`src/rtl/mem_ctrl_pkg.sv`:
```
// Shared data-memory controller definitions: FSM encoding, address map and
// the access legality rule used by the arbiter.
package mem_ctrl_pkg;

   typedef enum logic [1:0] {
      IDLE   = 2'd0,
      ACCESS = 2'd1,
      DONE   = 2'd2
   } state_t;

   localparam logic [31:0] MEM_SIZE  = 32'h0000_4000;
   localparam logic [31:0] IMEM_BASE = 32'h0000_3000;

   localparam int CNT_W = 8;
   typedef logic [CNT_W-1:0] cnt_t;

   // A request never reaches memory if it is misaligned, past the last word,
   // or a CPU store into instruction space.
   function automatic logic access_illegal(input logic [31:0] addr,
                                           input logic        we,
                                           input logic        from_cpu);
      logic misaligned;
      logic out_of_range;
      logic imem_write;
      misaligned   = (addr[1:0] != 2'b00);
      out_of_range = (addr > (MEM_SIZE - 32'd4));
      imem_write   = from_cpu && we && (addr >= IMEM_BASE);
      return misaligned || out_of_range || imem_write;
   endfunction

endpackage

```
`src/rtl/data_mem_arbiter_if.sv`:
```
// Bus bundle between the two requesters, the arbiter and the memory data port.
interface data_mem_arbiter_if;

   logic        m0_req;
   logic        m0_we;
   logic [31:0] m0_addr;
   logic [31:0] m0_wdata;
   logic        m0_ack;
   logic        m0_err;
   logic [31:0] m0_rdata;

   logic        m1_req;
   logic        m1_we;
   logic [31:0] m1_addr;
   logic [31:0] m1_wdata;
   logic        m1_ack;
   logic        m1_err;
   logic [31:0] m1_rdata;

   logic [31:0] mem_addr;
   logic [31:0] mem_wdata;
   logic        mem_read;
   logic        mem_write;
   logic [31:0] mem_rdata;

   modport slave (
      input  m0_req, m0_we, m0_addr, m0_wdata,
      input  m1_req, m1_we, m1_addr, m1_wdata,
      input  mem_rdata,
      output m0_ack, m0_err, m0_rdata,
      output m1_ack, m1_err, m1_rdata,
      output mem_addr, mem_wdata, mem_read, mem_write
   );

   modport master (
      output m0_req, m0_we, m0_addr, m0_wdata,
      output m1_req, m1_we, m1_addr, m1_wdata,
      output mem_rdata,
      input  m0_ack, m0_err, m0_rdata,
      input  m1_ack, m1_err, m1_rdata,
      input  mem_addr, mem_wdata, mem_read, mem_write
   );

endinterface

```
`src/rtl/rr_arb2.sv`:
```
// Two-way round-robin arbiter; the priority bit moves to the loser on advance.
module rr_arb2 (
   input  logic       clk,
   input  logic       rst_n,
   input  logic [1:0] req,
   input  logic       advance,
   output logic [1:0] grant
);

   logic prio_r;  // 0 favours requester 0

   // One-hot grant from the current requests and priority bit
   always_comb begin
      grant = 2'b00;
      if (req == 2'b11) begin
         grant = prio_r ? 2'b10 : 2'b01;
      end else begin
         grant = req;
      end
   end

   // Priority pointer update
   always_ff @(posedge clk or negedge rst_n) begin
      if (!rst_n) begin
         prio_r <= 1'b0;
      end else if (advance && (grant != 2'b00)) begin
         prio_r <= grant[0];
      end else begin
         prio_r <= prio_r;
      end
   end

endmodule

```
`src/rtl/data_mem_arbiter.sv`:
```
// Shares the memory data port between the CPU (m0) and the loader (m1), with
// fixed-length strobes, registered acks and rejection of illegal accesses.
module data_mem_arbiter
   import mem_ctrl_pkg::*;
#(
   parameter int RD_CYCLES = 1,
   parameter int WR_CYCLES = 2
) (
   input logic               clk,
   input logic               rst_n,
   data_mem_arbiter_if.slave bus
);

   localparam cnt_t RD_LOAD = cnt_t'(RD_CYCLES - 1);
   localparam cnt_t WR_LOAD = cnt_t'(WR_CYCLES - 1);

   state_t      state_r, state_n;
   logic        gnt_r, gnt_n;
   logic        we_r, we_n;
   cnt_t        cnt_r, cnt_n;
   logic [31:0] mem_addr_r, mem_addr_n;
   logic [31:0] mem_wdata_r, mem_wdata_n;
   logic        mem_read_r, mem_read_n;
   logic        mem_write_r, mem_write_n;
   logic        m0_ack_r, m0_ack_n;
   logic        m0_err_r, m0_err_n;
   logic [31:0] m0_rdata_r, m0_rdata_n;
   logic        m1_ack_r, m1_ack_n;
   logic        m1_err_r, m1_err_n;
   logic [31:0] m1_rdata_r, m1_rdata_n;

   logic [1:0]  arb_req_s;
   logic [1:0]  grant_s;
   logic        advance_s;
   logic        sel_m1_s;
   logic        req_we_s;
   logic [31:0] req_addr_s;
   logic [31:0] req_wdata_s;
   logic        illegal_s;

   // Outside IDLE only the owner is shown to the arbiter, so the pointer
   // update in DONE always sees the grant that was actually served.
   always_comb begin
      arb_req_s = 2'b00;
      advance_s = (state_r == DONE);
      if (state_r == IDLE) begin
         arb_req_s = {bus.m1_req, bus.m0_req};
      end else begin
         arb_req_s = gnt_r ? 2'b10 : 2'b01;
      end
   end

   rr_arb2 u_arb (
      .clk     (clk),
      .rst_n   (rst_n),
      .req     (arb_req_s),
      .advance (advance_s),
      .grant   (grant_s)
   );

   // Selected request and its legality
   always_comb begin
      sel_m1_s = grant_s[1];
      if (sel_m1_s) begin
         req_we_s    = bus.m1_we;
         req_addr_s  = bus.m1_addr;
         req_wdata_s = bus.m1_wdata;
      end else begin
         req_we_s    = bus.m0_we;
         req_addr_s  = bus.m0_addr;
         req_wdata_s = bus.m0_wdata;
      end
      illegal_s = access_illegal(req_addr_s, req_we_s, !sel_m1_s);
   end

   // Next-state and next-output logic
   always_comb begin
      state_n     = state_r;
      gnt_n       = gnt_r;
      we_n        = we_r;
      cnt_n       = cnt_r;
      mem_addr_n  = mem_addr_r;
      mem_wdata_n = mem_wdata_r;
      mem_read_n  = mem_read_r;
      mem_write_n = mem_write_r;
      m0_ack_n    = m0_ack_r;
      m0_err_n    = m0_err_r;
      m0_rdata_n  = m0_rdata_r;
      m1_ack_n    = m1_ack_r;
      m1_err_n    = m1_err_r;
      m1_rdata_n  = m1_rdata_r;

      case (state_r)
         IDLE: begin
            if (grant_s != 2'b00) begin
               gnt_n = sel_m1_s;
               we_n  = req_we_s;
               if (illegal_s) begin
                  state_n = DONE;
                  if (sel_m1_s) begin
                     m1_ack_n   = 1'b1;
                     m1_err_n   = 1'b1;
                     m1_rdata_n = 32'd0;
                  end else begin
                     m0_ack_n   = 1'b1;
                     m0_err_n   = 1'b1;
                     m0_rdata_n = 32'd0;
                  end
               end else begin
                  state_n     = ACCESS;
                  cnt_n       = req_we_s ? WR_LOAD : RD_LOAD;
                  mem_addr_n  = req_addr_s;
                  mem_wdata_n = req_wdata_s;
                  mem_write_n = req_we_s;
                  mem_read_n  = !req_we_s;
               end
            end else begin
               state_n = IDLE;
            end
         end

         ACCESS: begin
            if (cnt_r != cnt_t'(0)) begin
               cnt_n = cnt_r - cnt_t'(1);
            end else begin
               state_n     = DONE;
               mem_read_n  = 1'b0;
               mem_write_n = 1'b0;
               if (gnt_r) begin
                  m1_ack_n = 1'b1;
                  m1_err_n = 1'b0;
                  if (!we_r) begin
                     m1_rdata_n = bus.mem_rdata;
                  end else begin
                     m1_rdata_n = m1_rdata_r;
                  end
               end else begin
                  m0_ack_n = 1'b1;
                  m0_err_n = 1'b0;
                  if (!we_r) begin
                     m0_rdata_n = bus.mem_rdata;
                  end else begin
                     m0_rdata_n = m0_rdata_r;
                  end
               end
            end
         end

         DONE: begin
            state_n  = IDLE;
            m0_ack_n = 1'b0;
            m0_err_n = 1'b0;
            m1_ack_n = 1'b0;
            m1_err_n = 1'b0;
         end

         default: begin
            state_n     = IDLE;
            mem_read_n  = 1'b0;
            mem_write_n = 1'b0;
            m0_ack_n    = 1'b0;
            m1_ack_n    = 1'b0;
         end
      endcase
   end

   // State and output registers
   always_ff @(posedge clk or negedge rst_n) begin
      if (!rst_n) begin
         state_r     <= IDLE;
         gnt_r       <= 1'b0;
         we_r        <= 1'b0;
         cnt_r       <= cnt_t'(0);
         mem_addr_r  <= 32'd0;
         mem_wdata_r <= 32'd0;
         mem_read_r  <= 1'b0;
         mem_write_r <= 1'b0;
         m0_ack_r    <= 1'b0;
         m0_err_r    <= 1'b0;
         m0_rdata_r  <= 32'd0;
         m1_ack_r    <= 1'b0;
         m1_err_r    <= 1'b0;
         m1_rdata_r  <= 32'd0;
      end else begin
         state_r     <= state_n;
         gnt_r       <= gnt_n;
         we_r        <= we_n;
         cnt_r       <= cnt_n;
         mem_addr_r  <= mem_addr_n;
         mem_wdata_r <= mem_wdata_n;
         mem_read_r  <= mem_read_n;
         mem_write_r <= mem_write_n;
         m0_ack_r    <= m0_ack_n;
         m0_err_r    <= m0_err_n;
         m0_rdata_r  <= m0_rdata_n;
         m1_ack_r    <= m1_ack_n;
         m1_err_r    <= m1_err_n;
         m1_rdata_r  <= m1_rdata_n;
      end
   end

   assign bus.mem_addr  = mem_addr_r;
   assign bus.mem_wdata = mem_wdata_r;
   assign bus.mem_read  = mem_read_r;
   assign bus.mem_write = mem_write_r;
   assign bus.m0_ack    = m0_ack_r;
   assign bus.m0_err    = m0_err_r;
   assign bus.m0_rdata  = m0_rdata_r;
   assign bus.m1_ack    = m1_ack_r;
   assign bus.m1_err    = m1_err_r;
   assign bus.m1_rdata  = m1_rdata_r;

endmodule

```
`src/flat_wrapper.sv`:
```
// flat-port wrapper written by rule: the top's interface ports become plain ports
module data_mem_arbiter_flat import mem_ctrl_pkg::*;
#(
   parameter int RD_CYCLES = 1,
   parameter int WR_CYCLES = 2
)
  (clk, rst_n, bus_m0_req, bus_m0_we, bus_m0_addr, bus_m0_wdata, bus_m1_req, bus_m1_we, bus_m1_addr, bus_m1_wdata, bus_mem_rdata, bus_m0_ack, bus_m0_err, bus_m0_rdata, bus_m1_ack, bus_m1_err, bus_m1_rdata, bus_mem_addr, bus_mem_wdata, bus_mem_read, bus_mem_write);
  data_mem_arbiter_if bus_i ();
  input logic clk;
  input logic rst_n;
  input wire logic [$bits(bus_i.m0_req)-1:0] bus_m0_req;
  input wire logic [$bits(bus_i.m0_we)-1:0] bus_m0_we;
  input wire logic [$bits(bus_i.m0_addr)-1:0] bus_m0_addr;
  input wire logic [$bits(bus_i.m0_wdata)-1:0] bus_m0_wdata;
  input wire logic [$bits(bus_i.m1_req)-1:0] bus_m1_req;
  input wire logic [$bits(bus_i.m1_we)-1:0] bus_m1_we;
  input wire logic [$bits(bus_i.m1_addr)-1:0] bus_m1_addr;
  input wire logic [$bits(bus_i.m1_wdata)-1:0] bus_m1_wdata;
  input wire logic [$bits(bus_i.mem_rdata)-1:0] bus_mem_rdata;
  output wire logic [$bits(bus_i.m0_ack)-1:0] bus_m0_ack;
  output wire logic [$bits(bus_i.m0_err)-1:0] bus_m0_err;
  output wire logic [$bits(bus_i.m0_rdata)-1:0] bus_m0_rdata;
  output wire logic [$bits(bus_i.m1_ack)-1:0] bus_m1_ack;
  output wire logic [$bits(bus_i.m1_err)-1:0] bus_m1_err;
  output wire logic [$bits(bus_i.m1_rdata)-1:0] bus_m1_rdata;
  output wire logic [$bits(bus_i.mem_addr)-1:0] bus_mem_addr;
  output wire logic [$bits(bus_i.mem_wdata)-1:0] bus_mem_wdata;
  output wire logic [$bits(bus_i.mem_read)-1:0] bus_mem_read;
  output wire logic [$bits(bus_i.mem_write)-1:0] bus_mem_write;
  assign bus_i.m0_req = bus_m0_req;
  assign bus_i.m0_we = bus_m0_we;
  assign bus_i.m0_addr = bus_m0_addr;
  assign bus_i.m0_wdata = bus_m0_wdata;
  assign bus_i.m1_req = bus_m1_req;
  assign bus_i.m1_we = bus_m1_we;
  assign bus_i.m1_addr = bus_m1_addr;
  assign bus_i.m1_wdata = bus_m1_wdata;
  assign bus_i.mem_rdata = bus_mem_rdata;
  assign bus_m0_ack = bus_i.m0_ack;
  assign bus_m0_err = bus_i.m0_err;
  assign bus_m0_rdata = bus_i.m0_rdata;
  assign bus_m1_ack = bus_i.m1_ack;
  assign bus_m1_err = bus_i.m1_err;
  assign bus_m1_rdata = bus_i.m1_rdata;
  assign bus_mem_addr = bus_i.mem_addr;
  assign bus_mem_wdata = bus_i.mem_wdata;
  assign bus_mem_read = bus_i.mem_read;
  assign bus_mem_write = bus_i.mem_write;
  data_mem_arbiter #(.RD_CYCLES(RD_CYCLES), .WR_CYCLES(WR_CYCLES)) u_core (.clk(clk), .rst_n(rst_n), .bus(bus_i));
endmodule
```
`config.mk`:
```
export PLATFORM = sky130hd
export DESIGN_NAME = data_mem_arbiter_flat
export DESIGN_NICKNAME = d
export VERILOG_FILES = /design/src/rtl/mem_ctrl_pkg.sv /design/src/rtl/data_mem_arbiter_if.sv /design/src/rtl/rr_arb2.sv /design/src/rtl/data_mem_arbiter.sv /design/src/flat_wrapper.sv
export SDC_FILE = /design/constraint.sdc
export NUM_CORES = 1
export LEC_CHECK = 0
export BUFFER_PORTS_ARGS = -buffer_cell sky130_fd_sc_hd__buf_4
export CORE_ASPECT_RATIO = 1.4
export CORE_MARGIN = 10
export CORE_UTILIZATION = 50
export CTS_BUF_LIST = sky130_fd_sc_hd__clkbuf_16
export DETAILED_ROUTE_END_ITERATION = 16
export GPL_TIMING_DRIVEN = 0
export HOLD_SLACK_MARGIN = 0.05
export PLACE_DENSITY = 0.85
export SETUP_SLACK_MARGIN = 0.02
export SYNTH_ARGS = -nofsm -noshare
export SYNTH_HDL_FRONTEND = slang
export SYNTH_SLANG_ARGS = --single-unit
```
`constraint.sdc`:
```
create_clock -name clk -period 5.39 [get_ports clk]
set_input_delay 0 -clock clk [delete_from_list [all_inputs] [get_ports clk]]
set_output_delay 0 -clock clk [all_outputs]
set_load 0.005 [all_outputs]
```
==> results of run 1 <==
## cell families (layout without fill, tap and decap cells)
| logic type | Yosys count | count (layout) | share of synthesized area |
|---|---|---|---|
| multiplexers | 48 | 48 | 0.0755 |
| buffers and inverters | 49 | 503 | 0.0372 |
| AO/OA/AOI/OAI | 147 | 147 | 0.183 |
| AND/OR/NAND/NOR | 139 | 139 | 0.114 |
| flip-flops | 147 | 147 | 0.578 |
| other | 0 | 2 | 0 |
| adder cells (fa/ha/maj) | 6 | 6 | 0.0118 |
## worst max-delay path by stage
stage / start / endpoint / slack, ns / cells past startpoint
final: u_core.state_r[0] / u_core.bus.mem_wdata[12] / 2.28 / 9
after global routing: u_core.state_r[1] / u_core.bus.mem_addr[11] / 2.12 / 9
after CTS: u_core.state_r[0] / u_core.bus.mem_addr[11] / 2.47 / 9
after detailed placement: u_core.state_r[1] / u_core.bus.m0_rdata[21] / 2.81 / 7
after global placement: u_core.state_r[0] / u_core.bus.m0_rdata[25] / 2.88 / 10
after floorplan: u_core.state_r[0] / u_core.bus.m0_rdata[0] / 3.18 / 11
## cells in the final DEF (no fill, tap or decap), types with 7 or more instances in the layout
| cell | instances |
|---|---|
| and2_1 | 23 |
| clkbuf_1 | 21 |
| clkbuf_16 | 17 |
| inv_1 | 10 |
| nor2_1 | 8 |
| dlygate4sd3_1 | 125 |
| o21ai_0 | 30 |
| buf_2 | 12 |
| nand3_1 | 12 |
| nor4_1 | 11 |
| o211ai_1 | 9 |
| nand3b_1 | 7 |
| o21ai_1 | 23 |
| a32o_1 | 65 |
| dfrtp_1 | 147 |
| mux2i_1 | 48 |
| nand2_1 | 57 |
| buf_4 | 298 |
## cell type report
type,count,area share
Multi-Input combinational cell,340,0.230
Tap cell,150,0.0177
Clock inverter,12,0.0113
Timing Repair Buffer,425,0.332
Clock buffer,17,0.0400
Sequential cell,147,0.346
Buffer,41,0.0194
Inverter,8,0.00283
Antenna cell,2,0.000471
## registers in the layout (all words and copies together), names as in the netlist, 2 cells and up
register and flops:
u_core.bus.mem_wdata 32, u_core.bus.mem_addr 32, u_core.cnt_r 8, u_core.bus.m0_rdata 32
u_core.state_r 2, u_core.bus.m1_rdata 32
## metrics by stage
stage	power (mW)	setup WS [ns]
floorplan	1.20	3.18
global placement	1.35	2.88
detailed placement	1.36	2.81
CTS	2.55	2.47
global route	2.64	2.12
finish	2.57	2.28
## power groups by stage
stage	Clock, mW	Sequential (mW)	Combinational, mW
floorplan	0	1.15	0.0475
global placement	0	1.15	0.203
detailed placement	0	1.15	0.211
CTS	1.12	1.13	0.294
global route	1.18	1.13	0.329
finish	1.13	1.13	0.311
## layer usage
| layer | vias to the layer above | wire, um |
|---|---|---|
| met5 | - | 0 |
| met4 | 0 | 1480 |
| met3 | 84 | 3170 |
| met2 | 514 | 14100 |
| met1 | 3321 | 9440 |
| li1 | 2890 | - |
## worst max-delay path: stages, from the launching register on
cell and delay [ns]:
dfrtp_1 0.38, inv_1 0.09, ha_1 0.27, nor2b_1 0.19, a31o_1 0.17, buf_6 0.19, buf_1 0.60, mux2i_1 0.39
dlygate4sd3_1 0.61, o21ai_0 0.09
==> impl_table.tex, run 1 <==
\begin{tabular}{lr}
\hline
Metric & Value \\
\hline
\multicolumn{2}{l}{\textbf{Place}} \\
Placer's final routability congestion estimate & 0.893 \\
Final HPWL DP & 18.3 mm \\
Total of buffers placed on input and output ports & 299 \\
Cell total after placement & 986 \\
Placed instance area & 0.00882 mm\^{}2 \\
\multicolumn{2}{l}{\textbf{Synthesis}} \\
Mapped Cells & 536 \\
Mean Syn Cell Area & 11.9 um\^{}2 \\
Leading cell type by number of instances after synthesis & dfrtp\_1 \\
Top area cells in the synthesized netlist & dfrtp\_1, a32o\_1, mux2i\_1, nand2\_1, o21ai\_0 \\
Top\_reg\_cell synth & dfrtp\_1 \\
Largest area contributor in the synthesized netlist & dfrtp\_1 \\
Yosys warning total & 0 \\
Async S/R FF share, synth & 1.00 \\
Number of flops mapped to enable cells by yosys & 0 \\
Most instantiated cells after synthesis & dfrtp\_1, a32o\_1, nand2\_1 \\
Top cell type's share of synthesized area & 0.578 \\
Post-synthesis sequential area ratio & 0.578 \\
Mapped Nets & 708 \\
Number of unique standard cell types used by synthesis & 44 \\
\#FFs+latches synth & 147 \\
Area of the mapped netlist & 0.00636 mm\^{}2 \\
\multicolumn{2}{l}{\textbf{Cells and area}} \\
Combined area of the multi-input logic cells & 0.00244 mm\^{}2 \\
Number of fill cells & 567 \\
Number of standard cells in the layout, taps in and fillers out & 1142 \\
Area occupied by registers & 0.00368 mm\^{}2 \\
Final design utilization & 0.859 \\
Signed area change from the synthesized netlist to the final layout & 67.1\% \\
Ratio of cells with drive above 1 in the final layout & 0.358 \\
Post-route cell area & 0.0106 mm\^{}2 \\
Nets@finish & 1152 \\
\multicolumn{2}{l}{\textbf{Worst setup path}} \\
Worst setup EP type & register \\
Worst reg-to-reg setup slack & 2.28 ns \\
Data arrival at the endpoint of the critical path & 3.39 ns \\
FF-to-FF End & u\_core.bus.mem\_wdata[12] \\
Crit Path Class & register to register \\
Kind of launch point of the worst setup path & register \\
Required time of the critical path & 5.67 ns \\
Critical R2R Launch & u\_core.state\_r[0] \\
Max Fanout on Critical Path & 10 \\
Worst R2R Path Depth & 9 \\
\multicolumn{2}{l}{\textbf{GRT}} \\
Fraction of met2 tracks used by global routing & 0.538 \\
Global route total overflow & 0 \\
Overall track demand over capacity in global routing & 0.314 \\
Number of antenna violations at the first check in global routing & 2 \\
Vias in the first global route & 7649 \\
Met3 demand-to-capacity share in global routing & 0.116 \\
Global-route wire length before repair & 43.4 mm \\
GR Util met1 & 0.316 \\
Most heavily used metal layer in global routing & met2 \\
Largest net degree at the start of global routing & 78 \\
\multicolumn{2}{l}{\textbf{Flow run}} \\
Max-cap check violation count & 0 \\
\multicolumn{2}{l}{\textbf{Drt}} \\
Average wire length per cell after detail routing & 24.7 um \\
Final ANT Viol Nets & 0 \\
Vias per Instance & 5.96 \\
Starting DRT DRC Count & 582 \\
Number of search-and-repair iterations in the first detailed-routing pass & 5 \\
Remaining routing DRC violations & 0 \\
Final wirelength & 28.2 mm \\
Total number of vias & 6809 \\
\multicolumn{2}{l}{\textbf{Power}} \\
Net switching power of the design & 0.585 mW \\
Net switching fraction of the power & 0.228 \\
Worst ir drop on vdd & 0.000209 V \\
Share of total power in combinational logic & 0.121 \\
Part of the total power dissipated in sequential elements & 0.441 \\
Part of the total power dissipated in the clock network & 0.438 \\
Power density relative to cell area & 242 mW/mm\^{}2 \\
Internal power consumption & 1.98 mW \\
Static Leakage & 5.15 nW \\
\multicolumn{2}{l}{\textbf{STA}} \\
Minimum clock period after layout & 3.11 ns \\
Relative slew slack & 0.405 \\
Crit share post-route & 0.577 \\
Minimum hold slack & 0.119 ns \\
Max Clk Rate & 321 MHz \\
\# setup viols final & 0 \\
Pin slew with the least headroom to its limit & 0.892 ns \\
Count of final hold-check violations & 0 \\
Final count of pins violating max slew & 0 \\
Setup repair after global routing missed its margin & false \\
Clock skew & 0.00896 ns \\
Setup tns final & 0 ns \\
\multicolumn{2}{l}{\textbf{Worst hold path}} \\
Hold Crit Class & input pin to register \\
Instance count along the most critical hold path & 3 \\
Worst Hold End & u\_core.bus.mem\_read \\
Min-Delay Startpoint & bus\_m0\_we \\
\multicolumn{2}{l}{\textbf{Floorplan}} \\
Y dimension of the die & 153 um \\
Die area & 0.0177 mm\^{}2 \\
Starting density of the core & 0.514 \\
Ports placed on the boundary & 300 \\
Core footprint & 0.0124 mm\^{}2 \\
Rows & 48 \\
Die Span X & 115 um \\
\multicolumn{2}{l}{\textbf{Clocking}} \\
Post-CTS Hold Buffers & 125 \\
Buffers from clock root to sink, at most & 2 \\
Gates resized, CTS repair & 0 \\
Clock transition at the register clock pins on the worst setup and hold paths after CTS & 0.06 ns \\
Clock network latency to the later pin of the worst-skew pair & 0.42 ns \\
Clock tree root buffer cell & clkbuf\_16 \\
TritonCTS sink count & 147 \\
Setup bufs post-CTS & 0 \\
Total number of H-tree levels & 4 \\
CTS tree & yes \\
Number of CTS-inserted buffers & 17 \\
\multicolumn{2}{l}{\textbf{Run status}} \\
Run status & finished, final reports clean \\
\hline
\end{tabular}
Note: power is estimated with default switching activity, not from simulation.
==> run 2, diff against run 1 <==
--- a/config.mk
+++ b/config.mk
@@ -8,12 +8,12 @@
 export BUFFER_PORTS_ARGS = -buffer_cell sky130_fd_sc_hd__buf_4
 export CORE_ASPECT_RATIO = 1.4
 export CORE_MARGIN = 10
-export CORE_UTILIZATION = 50
+export CORE_UTILIZATION = 47
 export CTS_BUF_LIST = sky130_fd_sc_hd__clkbuf_16
 export DETAILED_ROUTE_END_ITERATION = 16
 export GPL_TIMING_DRIVEN = 0
 export HOLD_SLACK_MARGIN = 0.05
-export PLACE_DENSITY = 0.85
+export PLACE_DENSITY = 0.81
 export SETUP_SLACK_MARGIN = 0.02
 export SYNTH_ARGS = -nofsm -noshare
 export SYNTH_HDL_FRONTEND = slang
==> constraint.sdc (replaced) <==
create_clock -name clk -period 3 [get_ports clk]
set_input_delay 0 -clock clk [delete_from_list [all_inputs] [get_ports clk]]
set_output_delay 0 -clock clk [all_outputs]
set_load 0.005 [all_outputs]
==> impl_table.tex, run 2 (synthesis results as in run 1) <==
\begin{tabular}{lr}
\hline
Metric & Value \\
\hline
\multicolumn{2}{l}{\textbf{Run status}} \\
Run status & finished, final reports clean \\
\multicolumn{2}{l}{\textbf{Drt}} \\
Total number of vias & 6698 \\
Final ANT Viol Nets & 0 \\
Remaining routing DRC violations & 0 \\
Starting DRT DRC Count & 461 \\
Final wirelength & 27.6 mm \\
Vias per Instance & 5.70 \\
Average wire length per cell after detail routing & 23.5 um \\
Number of search-and-repair iterations in the first detailed-routing pass & 5 \\
\multicolumn{2}{l}{\textbf{Worst setup path}} \\
Worst setup EP type & register \\
Max Fanout on Critical Path & 10 \\
Crit Path Class & register to register \\
Data arrival at the endpoint of the critical path & 2.98 ns \\
Kind of launch point of the worst setup path & register \\
Required time of the critical path & 3.24 ns \\
\multicolumn{2}{l}{\textbf{GRT}} \\
Global route total overflow & 0 \\
Number of antenna violations at the first check in global routing & 0 \\
Global-route wire length before repair & 42.5 mm \\
Largest net degree at the start of global routing & 77 \\
Vias in the first global route & 7507 \\
Overall track demand over capacity in global routing & 0.289 \\
\multicolumn{2}{l}{\textbf{Place}} \\
Total of buffers placed on input and output ports & 299 \\
Cell total after placement & 1018 \\
Placer's final routability congestion estimate & 0.873 \\
Final HPWL DP & 18.8 mm \\
\multicolumn{2}{l}{\textbf{Flow run}} \\
Max-cap check violation count & 0 \\
\multicolumn{2}{l}{\textbf{STA}} \\
Minimum clock period after layout & 2.74 ns \\
\# setup viols final & 0 \\
Setup tns final & 0 ns \\
Max Clk Rate & 365 MHz \\
Setup repair after global routing missed its margin & false \\
Pin slew with the least headroom to its limit & 0.827 ns \\
Relative slew slack & 0.449 \\
Count of final hold-check violations & 0 \\
Final count of pins violating max slew & 0 \\
Crit share post-route & 0.914 \\
Clock skew & 0.00885 ns \\
\multicolumn{2}{l}{\textbf{Cells and area}} \\
Leading cell types in the layout, fill and taps excluded & buf\_4, dfrtp\_1, dlygate4sd3\_1 \\
Ratio of cells with drive above 1 in the final layout & 0.365 \\
Signed area change from the synthesized netlist to the final layout & 67.8\% \\
Leading cell type in the layout, fill and taps excluded & buf\_4 \\
Number of standard cells in the layout, taps in and fillers out & 1176 \\
Nets@finish & 1152 \\
\multicolumn{2}{l}{\textbf{Clocking}} \\
TritonCTS sink count & 147 \\
Clock transition at the register clock pins on the worst setup and hold paths after CTS & 0.07 ns \\
Number of CTS-inserted buffers & 17 \\
Setup bufs post-CTS & 0 \\
Buffers from clock root to sink, at most & 2 \\
Clock network latency to the later pin of the worst-skew pair & 0.42 ns \\
Clock tree root buffer cell & clkbuf\_16 \\
Total number of H-tree levels & 4 \\
CTS tree & yes \\
\multicolumn{2}{l}{\textbf{Floorplan}} \\
Core footprint & 0.0133 mm\^{}2 \\
Ports placed on the boundary & 300 \\
Y dimension of the die & 158 um \\
Rows & 50 \\
Starting density of the core & 0.477 \\
Die Span X & 118 um \\
Die area & 0.0186 mm\^{}2 \\
\multicolumn{2}{l}{\textbf{Power}} \\
Worst ir drop on vdd & 0.000409 V \\
Static Leakage & 5.16 nW \\
Power density relative to cell area & 430 mW/mm\^{}2 \\
\multicolumn{2}{l}{\textbf{Worst hold path}} \\
Hold Crit Class & input pin to register \\
\hline
\end{tabular}
## run 2: changes by cell type in the layout (fill, tap and decap cells not counted), sizes merged
| cell | before | now |
|---|---|---|
| inv | 11 | 17 |
| buf | 320 | 317 |
| clkbuf | 38 | 41 |
| bufinv | 2 | 0 |
| clkinvlp | 4 | 3 |
| diode | 2 | 1 |
## run 2: power breakdown
| group | switching [mW] | internal [mW] | leakage [nW] |
|---|---|---|---|
| Sequential | 0.0224 | 2.01 | 1.96 |
| Clock | 0.916 | 1.08 | 0.266 |
| Combinational | 0.204 | 0.353 | 2.94 |
| Total | 1.14 | 3.45 | 5.16 |
## run 2: per-layer routing
layer,vias to the layer above,track usage,part of all wire
li1,2892,-,-
met1,3293,0.303,0.36
met2,442,0.510,0.51
met3,71,0.109,0.095
met4,0,0.121,0.036
met5,-,0,0
## run 2: area by class of cell
cell class	count	area, um^2
multi-input cells	340	2440
fillers	714	2650
clock buffers	17	425
clock inverters	15	125
well taps	182	228
flip-flops and latches	147	3680
diodes	1	2.50
plain buffers	41	211
repair buffers	425	3530
inverters	8	30.0
## run 2: what timing repair did
action	4_1_cts	5_1_grt
gates resized for setup	0	6
hold buffers	125	0
endpoints found under the hold margin	187	0
setup endpoints to repair	0	39
## run 2: stage by stage
stage               cell area, um^2  setup slack, ns   util  hold WS (ns)  total power [mW]
CTS                           10700           0.0834  0.800        0.0950              4.57
detailed placement             8860            0.379  0.665        0.0586              2.45
global route                  10700            0.150  0.801         0.118              4.72
finish                        10700            0.257  0.801        0.0985              4.59
global placement               8830            0.487  0.663         0.257              2.43
floorplan                      6360            0.788      -        -0.296              2.15
## run 2: critical path, stage by stage, from the launching register on
cell,delay [ns]
dfrtp_1,0.37
inv_1,0.09
ha_1,0.28
nor2b_1,0.17
a31o_1,0.15
buf_6,0.18
clkbuf_2,0.35
mux2i_1,0.24
dlygate4sd3_1,0.59
o21ai_0,0.14
## run 2: path summary, 6_finish.rpt
check | startpoint | to | slack (ns) | cells after the start
min reg2reg | u_core.bus.mem_addr[18] | u_core.bus.mem_addr[18] | 0.48 | 1
min | bus_m0_we | u_core.bus.mem_read | 0.1 | 3
min in group asynchronous | rst_n | u_core.bus.m0_rdata[7] | 0.19 | 2
max reg2reg | u_core.state_r[0] | u_core.bus.mem_wdata[19] | 0.26 | 9
max | u_core.state_r[0] | u_core.bus.mem_wdata[19] | 0.26 | 9
max in group asynchronous | rst_n | u_core.state_r[1] | 2.02 | 3
